==> src/rtl/ring_arb_pkg.sv <==
// Shared definitions for the ring round-robin arbiter: FSM encoding,
// default parameters and a one-hot to index helper.
package ring_arb_pkg;

  localparam int DEF_N        = 3;
  localparam int DEF_MAX_HOLD = 8;
  localparam int MAX_N        = 8;

  typedef enum logic {
    ST_IDLE  = 1'b0,
    ST_GRANT = 1'b1
  } arbState_t;

  function automatic logic [2:0] onehotToIdx(input logic [MAX_N-1:0] oneHot);
    logic [2:0] idx;
    idx = '0;
    for (int i = 0; i < MAX_N; i++) begin
      if (oneHot[i]) idx = 3'(i);
    end
    return idx;
  endfunction

endpackage

==> src/rtl/ring_ptr.sv <==
// One-hot rotating priority pointer; loading an index moves the single set
// bit to that slot.
module ring_ptr #(
  parameter int N = 3
) (
  input  logic                 clk,
  input  logic                 reset,
  input  logic                 i_load,
  input  logic [$clog2(N)-1:0] i_idx,
  output logic [N-1:0]         o_ptr
);

  logic [N-1:0] r_ptr;

  always_ff @(posedge clk or posedge reset) begin
    if (reset) begin
      r_ptr <= N'(1);
    end else if (i_load) begin
      r_ptr <= N'(1) << i_idx;
    end
  end

  assign o_ptr = r_ptr;

endmodule

==> src/rtl/ring_rr_arbiter.sv <==
// Round-robin arbiter with a one-hot priority ring, registered one-hot grant,
// no preemption and a forced release after MAX_HOLD cycles of ownership.
module ring_rr_arbiter
  import ring_arb_pkg::*;
#(
  parameter int N        = DEF_N,
  parameter int MAX_HOLD = DEF_MAX_HOLD
) (
  input  logic                 clk,
  input  logic                 reset,
  input  logic [N-1:0]         req,
  input  logic [N-1:0]         done,
  output logic [N-1:0]         grant,
  output logic                 grant_valid,
  output logic [$clog2(N)-1:0] owner,
  output logic                 timeout
);

  localparam int IW = $clog2(N);
  localparam int HW = $clog2(MAX_HOLD + 1);

  arbState_t      r_state;
  logic [N-1:0]   r_grant;
  logic           r_grantValid;
  logic [IW-1:0]  r_owner;
  logic           r_timeout;
  logic [HW-1:0]  r_holdCnt;

  logic [N-1:0]   w_ptr;
  logic [2:0]     w_ptrIdx;
  logic           w_found;
  logic [IW-1:0]  w_selIdx;
  logic [N-1:0]   w_selOneHot;
  logic           w_ownDone;
  logic           w_ownReq;
  logic           w_expired;
  logic           w_release;
  logic [IW-1:0]  w_nextIdx;

  ring_ptr #(.N(N)) u_ptr (
    .clk    (clk),
    .reset  (reset),
    .i_load (w_release),
    .i_idx  (w_nextIdx),
    .o_ptr  (w_ptr)
  );

  assign w_ptrIdx = onehotToIdx(MAX_N'(w_ptr));

  // Wrapped scan: descending k so the slot closest to ptr wins last.
  always_comb begin
    logic [IW-1:0] cand;
    w_found  = 1'b0;
    w_selIdx = '0;
    cand     = '0;
    for (int k = N - 1; k >= 0; k--) begin
      cand = IW'((int'(w_ptrIdx) + k) % N);
      if (req[cand]) begin
        w_found  = 1'b1;
        w_selIdx = cand;
      end
    end
  end

  assign w_selOneHot = N'(1) << w_selIdx;
  assign w_ownDone   = done[r_owner];
  assign w_ownReq    = req[r_owner];
  assign w_expired   = (r_holdCnt == HW'(MAX_HOLD));
  assign w_release   = (r_state == ST_GRANT) && (w_ownDone || !w_ownReq || w_expired);
  assign w_nextIdx   = (r_owner == IW'(N - 1)) ? '0 : r_owner + 1'b1;

  always_ff @(posedge clk or posedge reset) begin
    if (reset) begin
      r_state      <= ST_IDLE;
      r_grant      <= '0;
      r_grantValid <= 1'b0;
      r_owner      <= '0;
      r_timeout    <= 1'b0;
      r_holdCnt    <= '0;
    end else begin
      r_timeout <= 1'b0;
      case (r_state)
        ST_IDLE: begin
          if (w_found) begin
            r_state      <= ST_GRANT;
            r_grant      <= w_selOneHot;
            r_grantValid <= 1'b1;
            r_owner      <= w_selIdx;
            r_holdCnt    <= HW'(1);
          end
        end
        ST_GRANT: begin
          if (w_release) begin
            r_state      <= ST_IDLE;
            r_grant      <= '0;
            r_grantValid <= 1'b0;
            r_holdCnt    <= '0;
            // Timeout only when expiry alone forced the release.
            r_timeout    <= w_expired && w_ownReq && !w_ownDone;
          end else begin
            r_holdCnt <= r_holdCnt + 1'b1;
          end
        end
        default: r_state <= ST_IDLE;
      endcase
    end
  end

  assign grant       = r_grant;
  assign grant_valid = r_grantValid;
  assign owner       = r_owner;
  assign timeout     = r_timeout;

endmodule

==> config.mk <==
export PLATFORM = sky130hd
export DESIGN_NAME = ring_rr_arbiter
export DESIGN_NICKNAME = d
export VERILOG_FILES = /design/src/rtl/ring_arb_pkg.sv /design/src/rtl/ring_ptr.sv /design/src/rtl/ring_rr_arbiter.sv
export SDC_FILE = /design/constraint.sdc
export NUM_CORES = 1
export LEC_CHECK = 0
export ABC_CLOCK_PERIOD_IN_PS = 3200
export BUFFER_PORTS_ARGS = -buffer_cell sky130_fd_sc_hd__buf_2
export CORE_MARGIN = 3
export CORE_UTILIZATION = 56
export CTS_CLUSTER_SIZE = 14
export DETAILED_ROUTE_END_ITERATION = 16
export GPL_TIMING_DRIVEN = 0
export PLACE_DENSITY = 0.8
export SLEW_MARGIN = 0
export SYNTH_ARGS = -nofsm -noshare
export SYNTH_HDL_FRONTEND = slang
export SYNTH_HIERARCHICAL = 1
export SYNTH_SLANG_ARGS = --single-unit
==> constraint.sdc <==
create_clock -name clk -period 3.2 [get_ports clk]
set_clock_uncertainty 0.2 [all_clocks]
set_input_delay 0.64 -clock clk [delete_from_list [all_inputs] [get_ports clk]]
set_output_delay 0.64 -clock clk [all_outputs]
set_load 0.1 [all_outputs]
## Word-level counts from Yosys, hierarchy flattened

Cells that the tools add are included.

- $lt $le $gt $ge: 4
- Add/sub/neg operators: 4
- Multiplexer cells: 33
- Bitwise gates (word level): 1
- Eq/ne operators: 4
- Divide/modulo/power cells: 3
- Reduce and logical (&&, ||, !) cells: 9
- Shifts and indexed selects: 2

Operators with widths:

| kind | count |
|---|---|
| remainder unit 32 x 3 -> 32 bit (second input constant) | 2 |
| remainder unit 4 x 3 -> 32 bit (second input constant) | 1 |
| 2-to-1 mux 1 bit | 15 |
| less-than comparator 2 x 3 -> 1 bit (second input constant) | 4 |
| binary-select mux 1 bit (select 2 bit) | 5 |
| 2-to-1 mux 2 bit | 5 |
| 2-to-1 mux 4 bit | 2 |
| case mux 4 bit (2 select lines) | 1 |
| 2-to-1 mux 3 bit | 2 |
| case mux 3 bit (2 select lines) | 1 |
| left shift 1 x 2 -> 3 bit (first input constant) | 2 |
| adder 3 x 1 -> 4 bit (second input constant) | 1 |
| adder 3 x 2 -> 4 bit (second input constant) | 1 |
| adder 4 x 1 -> 4 bit (second input constant) | 1 |
| == test 4 bit (second input constant) | 1 |
| case mux 1 bit (2 select lines) | 2 |
| AND reduction 2 bit | 2 |
| logical AND 1 bit | 3 |
| adder 2 x 1 -> 2 bit (second input constant) | 1 |
| == test 2 bit (second input constant) | 1 |
| zero test 1 bit | 2 |
| logical OR 1 bit | 2 |
| != test 2 x 1 -> 1 bit (second input constant) | 1 |
| != test 2 bit (second input constant) | 1 |
| NOT 1 bit | 1 |

- Logic and storage cells: 67
- Input bits: 8
- Output and inout port bits: 7
- Register bits: 15

## Logic depth before layout (Yosys ltp)

- Depth after elaboration: 12
- Depth in mapped cells: 7

## Cells and area by module

The synthesis kept the hierarchy.

Modules (own cells, without submodules):

| module | instances | cells an instance | area each (µm²) |
|---|---|---|---|
| ring_rr_arbiter | 1 | 68 | 660.6 |
| ring_ptr | 1 | 12 | 128.9 |

## Least setup slack after synthesis

OpenSTA, ideal clock, no wires.

- Kind: register to register
- From: register r_owner[0] (netlist: owner[0])
- To: register u_ptr.r_ptr[0] (netlist: u_ptr/o_ptr[0])
- Path buffers: 0
- Data arrival time: 2,051 ps
- Clock period less this slack: 2,333 ps
- Stages on the path, launching flop included: 5
- Required time: 2,918 ps
- Library setup time: 82 ps
- Slack: 867 ps
- Cells stage by stage: dfrtp_1 and4bb_1 o31ai_1 and2_1 mux2_4

- Longest elaborated chain between the ends: 6
- Elaborated cells on any way between the ends: 12
- Those cells by class: add/sub: 1; eq/ne: 1; shift: 1; mux: 5; reduce/logical: 4

Ends and longest elaborated chain:

| what | RTL line | RTL |
|---|---|---|
| start: declaration | ring_rr_arbiter.sv:25 | `logic [IW-1:0] r_owner;` |
| start signal: assignment | ring_rr_arbiter.sv:88 | `r_owner <= w_selIdx;` |
| binary-select mux 1 bit (select 2 bit) | ring_rr_arbiter.sv:67 | `assign w_ownReq = req[r_owner];` |
| 2-to-1 mux 1 bit (implied by the code) | ring_rr_arbiter.sv:67 |  |
| zero test 1 bit | ring_rr_arbiter.sv:69 | `assign w_release = (r_state == ST_GRANT) && (w_ownDone \|\| !w_ownReq \|\| w_expired);` |
| logical OR 1 bit * (2 in series) | ring_rr_arbiter.sv:69 |  |
| logical AND 1 bit * | ring_rr_arbiter.sv:69 |  |
| named net w_release | ring_rr_arbiter.sv:37 | `logic w_release;` |
| end signal: assignment | ring_ptr.sv:19 | `r_ptr <= N'(1) << i_idx;` |
| end: declaration | ring_ptr.sv:13 | `logic [N-1:0] r_ptr;` |

The timed path passes the listed nets; every way through them passes the cells marked *. The select of a mux whose other input is x is not followed.
A chain may end at the register's enable or synchronous reset.

## Worst setup path in the final report

- From: register r_owner[1] (netlist: owner[1])
- To: output owner[1]

RTL lines:

| what | RTL line | RTL |
|---|---|---|
| end: declaration | ring_rr_arbiter.sv:15 | `output logic [$clog2(N)-1:0] owner,` |

No word-level cell between the ends.

==> results.toml <==
[routing]
avgViaCountPerCell = 5.67
wl_mm = 1.38
wl_met1_um = 623
met3_wirelength_um = 68
first_iter_violations = 21
dr.pass1.iters = 4
wl_met2_um = 653
drc = 0
wl_per_cell_um = 12.7
maxUsedRoutingLayer = "met4"
vias = 612
ant_nets = 0

[pwr]
switching_share = 0.543
internal_power_uw = 400
p_total_uw = 876
ir_worst_vdd_mv = 0.765
comb_power_share = 0.549
p_leak_uw = 0.000404
cellPowerDensity_nw_per_um2 = 1020
power_frac_seq = 0.343
p_switching_uw = 476
clkPwrFrac = 0.108

[logic_synthesis]
synth_cells = 77
synth_area_um2 = 744
yosys_warnings = 6
synth_nets = 87
synth.avg_cell_area_um2 = 9.67

[worst_setup_path]
crit_type = "flop to output pin"
max_stage_delay_ns = 0.47
critPathCaptureType = "output pin"
cp_top_family = "flip-flops"
crit_buf_inv = 1
setup.worst_path.start_class = "flop"
crit_required_ns = 2.36
crit_slowest_cell = "dfrtp_1"
worstPathArrival_ns = 1.21
crit_fanout = 7
worstPathCellList = "buf_2"

[grt]
antenna_found_initial = 0
grt_overflow = 0
grt_max_degree = 13
track_usage = 0.172
grt_pass1_wl_mm = 2.33
grt_pass1_vias = 554

[die]
io-pin-count = 15
core_region_area_um2 = 1170
dieWidth_um = 42.5
initial_core_util = 0.636
die_h_um = 42.5
dieArea_um2 = 1800
placementRows = 12

[clocking]
clock_path_buffers = 2
ctsRootBufferMaster = "clkbuf_4"
cts.hold.buffers_added = 0
h-tree-depth = 1
cts.repair.resized = 0
cts_buffers = 3
cts_tree = "built"
cts_setup_buffers = 0
clock-sinks = 14
path_clk_slew_ns = 0.08
clkLatencyLatePin_ns = 0.27

[cells_and_area]
multi_input_area_um2 = 352
num_antenna_cells = 0
design_area_um2 = 855
mostFrequentLayoutCells = "15 x buf_2, 14 x dfrtp_1, 10 x inv_1, 8 x nor2_1, 5 x o21ai_0"
seq_area_um2 = 350
syn_to_final_growth_pct = 14.8
layout_commonest_cell = "buf_2"
n_fill_cell = 94
nets = 106
drive_above_1_share = 0.223

[timing]
min_period_ns = 2.05
max_slew_margin = 0.667
grt_setup_unrepaired = "no"
setup_viol = 0
timing.final.crit_share = 0.642
whs_ns = 0.0140
drv_slew = 0
fin_setup_tns_ns = 0
finalHoldViolCount = 0
worstMarginPinSlew_ns = 0.496
fmax_mhz = 487

[placed_design]
place_congestion = 0.767
io_buffers = 14
dp_hpwl_mm = 1.05
placed_area_um2 = 832

[hold_path]
hp-class = "input port to async pin"

[outcome]
status = "completed"

[job]
drv_cap = 0
==> per-stage QoR <==
stage                     setup slack, ns  std cells  utilization
after floorplan                      1.00         77            -
after global placement               1.18        105        0.710
after detailed placement             1.15        105        0.710
after CTS                            1.13        108        0.730
after global routing                 1.10        108        0.730
final                                1.15        108        0.730
==> final timing paths <==
path	to	slack (ns)	startpoint	depth (start not counted)
setup / recovery	owner[1]	1.15	owner[1]	1
min in group clk	grant_valid	0.30	grant_valid	2
hold reg to reg	grant_valid	0.30	grant_valid	2
setup reg to reg	r_holdCnt[2]	1.45	owner[1]	4
max in group asynchronous	grant[2]	2.30	reset	2
hold / removal	u_ptr/o_ptr[1]	0.01	reset	2
==> state kept, by name, summed over array words and instances (netlist names) <==
| name | flops |
|---|---|
| r_state | 1 |
| u_ptr/o_ptr | 2 |
| grant_valid | 1 |
| timeout | 1 |
| r_holdCnt | 4 |
| grant | 3 |
| owner | 2 |
==> power groups by stage <==
stage                     Clock (uW)  Combinational (uW)  Sequential [uW]
after floorplan                    0                 177              521
after global placement             0                 476              303
after detailed placement           0                 483              304
after CTS                       95.7                 484              301
after global routing             106                 518              308
final                           94.3                 481              301
==> routing by layer <==
layer / vias up / global-route usage
li1: 308 / -
met5: - / 0
met2: 15 / 0.292
met3: 5 / 0.0300
met4: 0 / 0.0932
met1: 284 / 0.203
==> layout make-up <==
| type | count | area share |
|---|---|---|
| plain buffers | 1 | 0.00586 |
| clock buffers | 3 | 0.0264 |
| inverters | 10 | 0.0439 |
| multi-input cells | 52 | 0.411 |
| flip-flops and latches | 14 | 0.410 |
| well taps | 14 | 0.0205 |
| repair buffers | 14 | 0.0820 |
Power figures use the tool's default switching activity.
